File: config.mk
export PLATFORM = sky130hd
export DESIGN_NAME = i2s_tx_fifo
export DESIGN_NICKNAME = d
export VERILOG_FILES = /design/src/rtl/i2s_pkg.sv /design/src/rtl/fifo_ram.sv /design/src/rtl/i2s_tx_fifo.sv
export SDC_FILE = /design/constraint.sdc
export NUM_CORES = 1
export LEC_CHECK = 0
export ABC_AREA = 1
export CAP_MARGIN = 20
export CORE_AREA = 10 10 142 170
export DETAILED_ROUTE_END_ITERATION = 6
export DIE_AREA = 0 0 152 180
export PLACE_DENSITY = 0.78
export SETUP_SLACK_MARGIN = 0.5
export SYNTH_ARGS = -nofsm -noshare
export SYNTH_HDL_FRONTEND = slang
export SYNTH_SLANG_ARGS = --single-unit
File: constraint.sdc
create_clock -name pclk -period 5.3 [get_ports pclk]
set_input_delay 1.06 -clock pclk [delete_from_list [all_inputs] [get_ports pclk]]
set_output_delay 1.06 -clock pclk [all_outputs]
set_load 0.02 [all_outputs]
File: src/rtl/i2s_pkg.sv
// Shared definitions for the I2S transmit path.
//   DATA_W_DEF : default sample word width
//   FL_*       : bit positions in the flags/status register
//   ptr_w()    : FIFO pointer width (address bits plus one wrap bit)
package i2s_pkg;

   localparam int unsigned DATA_W_DEF = 32;

   localparam int unsigned FL_FULL   = 0;
   localparam int unsigned FL_EMPTY  = 1;
   localparam int unsigned FL_AFULL  = 2;
   localparam int unsigned FL_AEMPTY = 3;
   localparam int unsigned FL_OVF    = 4;
   localparam int unsigned FL_UDF    = 5;
   localparam int unsigned FL_W      = 6;

   typedef logic [FL_W-1:0] flags_t;

   function automatic int unsigned ptr_w(input int unsigned depth);
      return $clog2(depth) + 1;
   endfunction

endpackage

File: src/rtl/fifo_ram.sv
// DEPTH x DATA_W storage for the transmit FIFO.
//   pclk, preset : clock, async active-low reset (read register only)
//   we, waddr, wdata : synchronous write port
//   re, raddr    : read request and address
//   rdata        : registered read word, holds when re is low
// Storage itself is not reset.
module fifo_ram #(
   parameter int unsigned DATA_W = 32,
   parameter int unsigned DEPTH  = 8
) (
   input  logic                       pclk,
   input  logic                       preset,
   input  logic                       we,
   input  logic [$clog2(DEPTH)-1:0]   waddr,
   input  logic [DATA_W-1:0]          wdata,
   input  logic                       re,
   input  logic [$clog2(DEPTH)-1:0]   raddr,
   output logic [DATA_W-1:0]          rdata
);

   logic [DATA_W-1:0] mem [DEPTH];

   always_ff @(posedge pclk) begin
      if (we) begin
         mem[waddr] <= wdata;
      end
   end

   // Same-address write and read returns the old word.
   always_ff @(posedge pclk or negedge preset) begin
      if (!preset) begin
         rdata <= '0;
      end else if (re) begin
         rdata <= mem[raddr];
      end
   end

endmodule

File: src/rtl/i2s_tx_fifo.sv
// Transmit-sample FIFO between the APB control stage and the I2S serializer.
//   pclk, preset   : clock, async active-low reset
//   flush          : sync clear of pointers, level and rvalid
//   clr_sticky     : sync clear of overflow/underflow
//   wen, wdata     : write request and word
//   ren            : read request from serializer
//   rdata, rvalid  : registered read word and its one-cycle valid pulse
//   full, empty, almost_full, almost_empty, level : occupancy status
//   overflow, underflow : sticky error flags
module i2s_tx_fifo
   import i2s_pkg::*;
#(
   parameter int unsigned DATA_W = DATA_W_DEF,
   parameter int unsigned DEPTH  = 8,   // power of two, >= 4
   parameter int unsigned AF_LVL = 6,
   parameter int unsigned AE_LVL = 2
) (
   input  logic                      pclk,
   input  logic                      preset,
   input  logic                      flush,
   input  logic                      clr_sticky,
   input  logic                      wen,
   input  logic [DATA_W-1:0]         wdata,
   input  logic                      ren,
   output logic [DATA_W-1:0]         rdata,
   output logic                      rvalid,
   output logic                      full,
   output logic                      empty,
   output logic                      almost_full,
   output logic                      almost_empty,
   output logic [$clog2(DEPTH):0]    level,
   output logic                      overflow,
   output logic                      underflow
);

   localparam int unsigned PW = ptr_w(DEPTH);
   localparam int unsigned AW = PW - 1;

   logic [PW-1:0] wptr_q, wptr_d;
   logic [PW-1:0] rptr_q, rptr_d;
   logic [PW-1:0] level_q, level_d;
   logic          rvalid_q, rvalid_d;
   logic          ovf_q, ovf_d;
   logic          udf_q, udf_d;

   logic   ptr_full, ptr_empty;
   logic   ren_acc, wen_acc;
   flags_t flags;

   // Wrap bit distinguishes full from empty when addresses match.
   assign ptr_empty = (wptr_q == rptr_q);
   assign ptr_full  = (wptr_q[AW-1:0] == rptr_q[AW-1:0]) && (wptr_q[AW] != rptr_q[AW]);

   // A write into a full FIFO is allowed when a read frees a slot on the same edge.
   assign ren_acc = ren && !ptr_empty && !flush;
   assign wen_acc = wen && (!ptr_full || ren_acc) && !flush;

   always_comb begin
      wptr_d   = wptr_q;
      rptr_d   = rptr_q;
      level_d  = level_q;
      rvalid_d = ren_acc;

      if (flush) begin
         wptr_d   = '0;
         rptr_d   = '0;
         level_d  = '0;
         rvalid_d = 1'b0;
      end else begin
         if (wen_acc) wptr_d = wptr_q + PW'(1);
         if (ren_acc) rptr_d = rptr_q + PW'(1);
         unique case ({wen_acc, ren_acc})
            2'b10:   level_d = level_q + PW'(1);
            2'b01:   level_d = level_q - PW'(1);
            default: level_d = level_q;
         endcase
      end
   end

   // Sticky error flags: set dominates clear; flush leaves them alone.
   always_comb begin
      ovf_d = ovf_q && !clr_sticky;
      udf_d = udf_q && !clr_sticky;
      if (!flush && wen && ptr_full && !ren) ovf_d = 1'b1;
      if (!flush && ren && ptr_empty)        udf_d = 1'b1;
   end

   always_ff @(posedge pclk or negedge preset) begin
      if (!preset) begin
         wptr_q   <= '0;
         rptr_q   <= '0;
         level_q  <= '0;
         rvalid_q <= 1'b0;
         ovf_q    <= 1'b0;
         udf_q    <= 1'b0;
      end else begin
         wptr_q   <= wptr_d;
         rptr_q   <= rptr_d;
         level_q  <= level_d;
         rvalid_q <= rvalid_d;
         ovf_q    <= ovf_d;
         udf_q    <= udf_d;
      end
   end

   fifo_ram #(
      .DATA_W (DATA_W),
      .DEPTH  (DEPTH)
   ) u_ram (
      .pclk   (pclk),
      .preset (preset),
      .we     (wen_acc),
      .waddr  (wptr_q[AW-1:0]),
      .wdata  (wdata),
      .re     (ren_acc),
      .raddr  (rptr_q[AW-1:0]),
      .rdata  (rdata)
   );

   // Status is decoded from the registered level so it lines up with the flags register.
   always_comb begin
      flags            = '0;
      flags[FL_FULL]   = (level_q == PW'(DEPTH));
      flags[FL_EMPTY]  = (level_q == '0);
      flags[FL_AFULL]  = (level_q >= PW'(AF_LVL));
      flags[FL_AEMPTY] = (level_q <= PW'(AE_LVL));
      flags[FL_OVF]    = ovf_q;
      flags[FL_UDF]    = udf_q;
   end

   assign full         = flags[FL_FULL];
   assign empty        = flags[FL_EMPTY];
   assign almost_full  = flags[FL_AFULL];
   assign almost_empty = flags[FL_AEMPTY];
   assign overflow     = flags[FL_OVF];
   assign underflow    = flags[FL_UDF];
   assign level        = level_q;
   assign rvalid       = rvalid_q;

endmodule

==> results of run 1 <==
cells in the mapped netlist, drive strengths merged:
cell type,instances,area (µm²)
fa,1,20.0
clkbuf,36,135
xor2,4,35.0
buf,20,109
nand3,28,158
nand2,88,354
nand4,5,31.3
nor3,8,40.0
o221ai,36,315
edfxtp,256,7690
a21oi,4,31.3
dfrtp,47,1180
ha,4,50.1
inv,21,81.3
o22ai,30,188
nor2,152,576
o21ai,165,826
worst register-to-register path, stage by stage (launching register included):
cell	delay, ns
dfrtp_1	0.91
nand2_1	0.14
nand2_1	0.14
inv_1	0.07
nand4_1	0.16
nand3_1	0.33
nor2_4	0.89
power breakdown:
part	internal, mW	total [mW]	leakage, nW	switching [mW]
Sequential	2.74	2.85	2.91	0.114
Combinational	0.394	0.979	1.45	0.585
Clock	1.04	1.85	0.417	0.804
cell families (layout without fill, tap and decap cells):
group | Yosys count | count (layout) | synth area share
DFF | 303 | 303 | 0.750
buffers and inverters | 77 | 166 | 0.0275
and+or+nand+nor | 281 | 281 | 0.0981
xor gates and xnor gates | 4 | 4 | 0.00297
AOI/OAI and AO/OA | 235 | 235 | 0.115
adders and majority gates | 5 | 5 | 0.00593
sequential cells by signal, indices dropped and copies added (netlist names):
name and flops:
wptr_q 4, level 4, u_ram.mem 256, rptr_q 4
underflow 1, overflow 1, rvalid 1, u_ram.rdata 32
path summary, 6_finish.rpt:
path	startpoint	to	slack, ns	cells after the start
setup reg to reg	rptr_q[2]$_DFFE_PN0P_	u_ram.mem[4][30]$_DFFE_PP_	2.26	6
min in group asynchronous	preset	level[1]$_DFFE_PN0P_	0.66	2
hold / removal	u_ram.rdata[5]$_DFFE_PN0N_	u_ram.rdata[5]$_DFFE_PN0N_	0.48	2
hold reg to reg	u_ram.rdata[5]$_DFFE_PN0N_	u_ram.rdata[5]$_DFFE_PN0N_	0.48	2
setup / recovery	flush	u_ram.mem[4][30]$_DFFE_PP_	2.03	6
max in group asynchronous	preset	rptr_q[0]$_DFFE_PN0P_	4.14	2
routing by layer:
metal | part of all wire | GRT usage | wire length, µm | up-vias
li1 | - | - | - | 3460
met1 | 0.40 | 0.210 | 10200 | 3790
met2 | 0.52 | 0.312 | 13200 | 303
met3 | 0.065 | 0.0263 | 1660 | 41
met4 | 0.021 | 0.0686 | 548 | 0
met5 | 0 | 0 | 0 | -
final cells by class:
class                      instances  share of cell area
clock buffer                      36              0.0545
multi-input combinational        525               0.194
tap                              270              0.0246
timing repair buffer              96              0.0689
sequential                       303               0.644
clock inverter                    13             0.00727
inverter                          21             0.00600
per-stage QoR:
stage                     cells  hold slack [ns]
final                      1264            0.480
after global routing       1264            0.496
after detailed placement   1213            0.465
after CTS                  1262            0.482
after global placement     1213            0.463
after floorplan             905            0.584
==> metrics.txt, run 1 <==
status=finished, final reports clean; minimum clock period after layout=3.27 ns; crit path launch type=input pin; Rel. slew slack=0.276; Setup Viol. Count Final=0; area of the mapped netlist=11800 µm²; DR iter-0 viols=854; worst path bufs/invs=2; final core utilization=0.663; area grow syn2layout=16.5%; PD cells=413 nW/µm²; vias in the first global route=7620; final wirelength=25600 µm; vias per cell=6.01; DIE WIDTH=152 µm; die area=27400 µm²; GRT Util Overall=0.176; layout cells sized above 1=0.0835; storage element area=8870 µm²; Core ar.=20800 µm²; crit-path max cell delay=0.89 ns; CP Capture Type=flop; die height=180 µm; syn_area_per_cell=13.1 µm²; Multi-input gate area=2670 µm²; TNS Setup=0 ns; clock-pin slew on the worst setup and hold paths=0.06 ns; most common cell after layout, fill and taps aside=edfxtp_1; largest net degree at the start of global routing=91; 1st-pass router iterations=5; HP Class=reg2reg; setup ws final=2.03 ns; Syn. warnings=0; Data arrival, critical path=3.40 ns; Initial Util=0.569; initial antenna violation count=0; Residual DRC=0; number of distinct library cells after synthesis=28; Post-CTS Hold Buffers=0; Layout Nets=1017; Post-CTS Setup Repair Bufs=0; TritonCTS Buffers=27; Slowest-stage cell, CP=nor2_4; Routed Antenna Nets=0; vias=7594; Top delay family on crit path=simple AND/OR/NAND/NOR gates; TritonCTS clock tree=built; clock sinks=303; filler instances=1480; Design Area, Final=13800 µm²; average wire per standard cell=20.2 µm; Resized cells post-CTS=0; CP max FO=32; H-Tree Depth=1; gr ovfl total=0; # diodes=0; crit-path cells=clkdlybuf4s50_1 > inv_1 > nand2_1 > nand4_1 > nand3_1 > nor2_4; first-pass GRT wire length=39700 µm; DP Worst Slack=1.42 ns; clk root buf=clkbuf_16; Port Buf Inserts=80; synthesis-stage register bit count=303; skew final=0.0180 ns; IO Pins=81; Max Slew Vio Count=0; Max-Cap Viols=0; Crit Path Category=in2reg; Final period util=0.617; most frequent cells in the layout=256 x edfxtp_1, 146 x nor2_1, 133 x o21ai_0; clk_lat worst skew=0.53 ns; Fmax=0.306 GHz; RSZ-0062 raised after global routing=no; DP HPWL=14200 µm; Cells after Synth=905; post-synthesis sequential area ratio=0.750; Leak=4.78 nW; placed cell areas=12900 µm²; clk buf depth=3; final number of hold-violating endpoints=0; GPL Wtd Cong=0.794; VDD IR max=0.000262 V; number of core rows=58; Worst-Margin Slew=1.08 ns; Pwr Total=5.68 mW; CP required=5.43 ns; Mapped Nets=948
Note: power is estimated with default switching activity, not from simulation.
==> run 2, diff against run 1 <==
- CORE_AREA: 10 10 142 170 -> 10 10 148 177
- DIE_AREA: 0 0 152 180 -> 0 0 158 187
- PLACE_DENSITY: 0.78 -> 0.75
- clock period: 5.3 -> 2.7 ns (I/O delays scaled with it)
==> metrics.txt, run 2 (same netlist as run 1, synthesis figures left out) <==
status=complete, but fails checks; failing checks=hold timing; TritonCTS clock tree=built; Design Area, Final=14100 µm²; first-pass GRT wire length=42200 µm; HP Class=in2async; clk buf depth=3; clk_lat worst skew=0.55 ns; vias in the first global route=7771; GRT busiest layer=met2; launch point of the worst path=rptr_q[0]$_DFFE_PN0P_; Residual DRC=0; crit path launch type=flop; RSZ-0062 raised after global routing=yes; most frequent cells in the layout=256 x edfxtp_1, 145 x nor2_1, 133 x o21ai_0; initial antenna violation count=0; final number of hold-violating endpoints=6; largest net degree at the start of global routing=131; Routed Antenna Nets=0; Crit Path Category=reg2reg; met3 global-route usage=0.0274; Core ar.=22800 µm²; IO Pins=81; DR iter-0 viols=768; clock-pin slew on the worst setup and hold paths=0.07 ns; Layout Nets=1036; layout cells sized above 1=0.113; 1st-pass router iterations=5; number of core rows=61; skew final=0.0170 ns; hold slack final=-0.00126 ns; H-Tree Depth=1; CP Capture Type=flop; dpl cells=1245; DP HPWL=15600 µm; Finished Layout Cells=1299; Post-CTS Setup Repair Bufs=0; most numerous cell on the critical path=nand2_1; die area=29500 µm²; final core utilization=0.620; Max Slew Vio Count=0; TritonCTS Buffers=29; number of flip-flops under the largest register name=256; Fmax=0.462 GHz; GRT Util Overall=0.179; Leak=5.02 nW; most common cell after layout, fill and taps aside=edfxtp_1; met1 usage=0.230; GPL Wtd Cong=0.806; Slowest-stage cell, CP=dfrtp_4; Worst-Margin Slew=0.714 ns; worst reg-to-reg path cell count=13; CP max FO=5; die height=187 µm; setup ws final=0.533 ns; crit-path cells=nand2_1 > nand2_1 > nor2_4 > nand2_4 > nand3_2 > inv_1 > ha_1 > a21oi_1 > nand2_1 > xor2_1 > xor2_1 > nand2_1 > nand2_1; vias per cell=5.83; TNS Setup=0 ns; Max-Cap Viols=0; origin of the critical flop-to-flop path=rptr_q[0]$_DFFE_PN0P_; Setup Viol. Count Final=0; Port Buf Inserts=80; Pwr Total=11.7 mW; PD cells=830 nW/µm²; Rel. slew slack=0.524; average wire per standard cell=20.7 µm; clock sinks=303; Initial Util=0.518; clk root buf=clkbuf_16; DP Worst Slack=0.144 ns; CP required=3.14 ns; Data arrival, critical path=2.60 ns; crit-path max cell delay=0.51 ns; gr ovfl total=0; vias=7572; met2 global-route usage=0.309; Largest regs=u_ram.mem (256), u_ram.rdata (32); DIE WIDTH=158 µm; Largest Register=u_ram.mem; minimum clock period after layout=2.17 ns; placed cell areas=13100 µm²; area grow syn2layout=19.8%; r2r setup slk=0.53 ns; final wirelength=26900 µm; Final period util=0.802; # diodes=0; VDD IR max=0.000618 V
run 2: final cells by class:
| class | count | area (µm²) |
|---|---|---|
| multi-input cells | 525 | 2710 |
| clock buffers | 39 | 803 |
| well taps | 283 | 354 |
| repair buffers | 113 | 1120 |
| clock inverters | 15 | 196 |
| fillers | 1680 | 8670 |
| flip-flops and latches | 303 | 8870 |
| inverters | 21 | 87.6 |
run 2: what timing repair did:
item,4_1_cts,5_1_grt
gates resized for setup,7,13
hold buffers,0,0
pin swaps,0,0
setup endpoints to repair,17,53
run 2: final timing paths:
kind                                         endpoint
max                              level[3]$_DFFE_PN0P_
min                        u_ram.rdata[3]$_DFFE_PN0N_
max reg2reg                      level[3]$_DFFE_PN0P_
min reg2reg                u_ram.rdata[8]$_DFFE_PN0N_
max in group asynchronous       rptr_q[2]$_DFFE_PN0P_
min in group pclk          u_ram.rdata[8]$_DFFE_PN0N_
run 2: power breakdown:
group,switching (mW),internal (mW)
clock network,1.70,2.48
logic,1.24,0.790
registers,0.165,5.38
run 2: worst max-delay path: cells and delay by family (launching register included):
family	cells	cell delay, ns
XOR/XNOR	2	0.31
buffers and inverters	1	0.08
AO/OA/AOI/OAI	1	0.13
adder cells (fa/ha/maj)	1	0.33
flip-flops	1	0.51
AND/OR/NAND/NOR	8	0.69
run 2: routing by layer:
layer | up-vias | part of all wire
li1 | 3506 | -
met3 | 43 | 0.068
met1 | 3732 | 0.40
met5 | - | 0
met4 | 0 | 0.016
met2 | 291 | 0.51
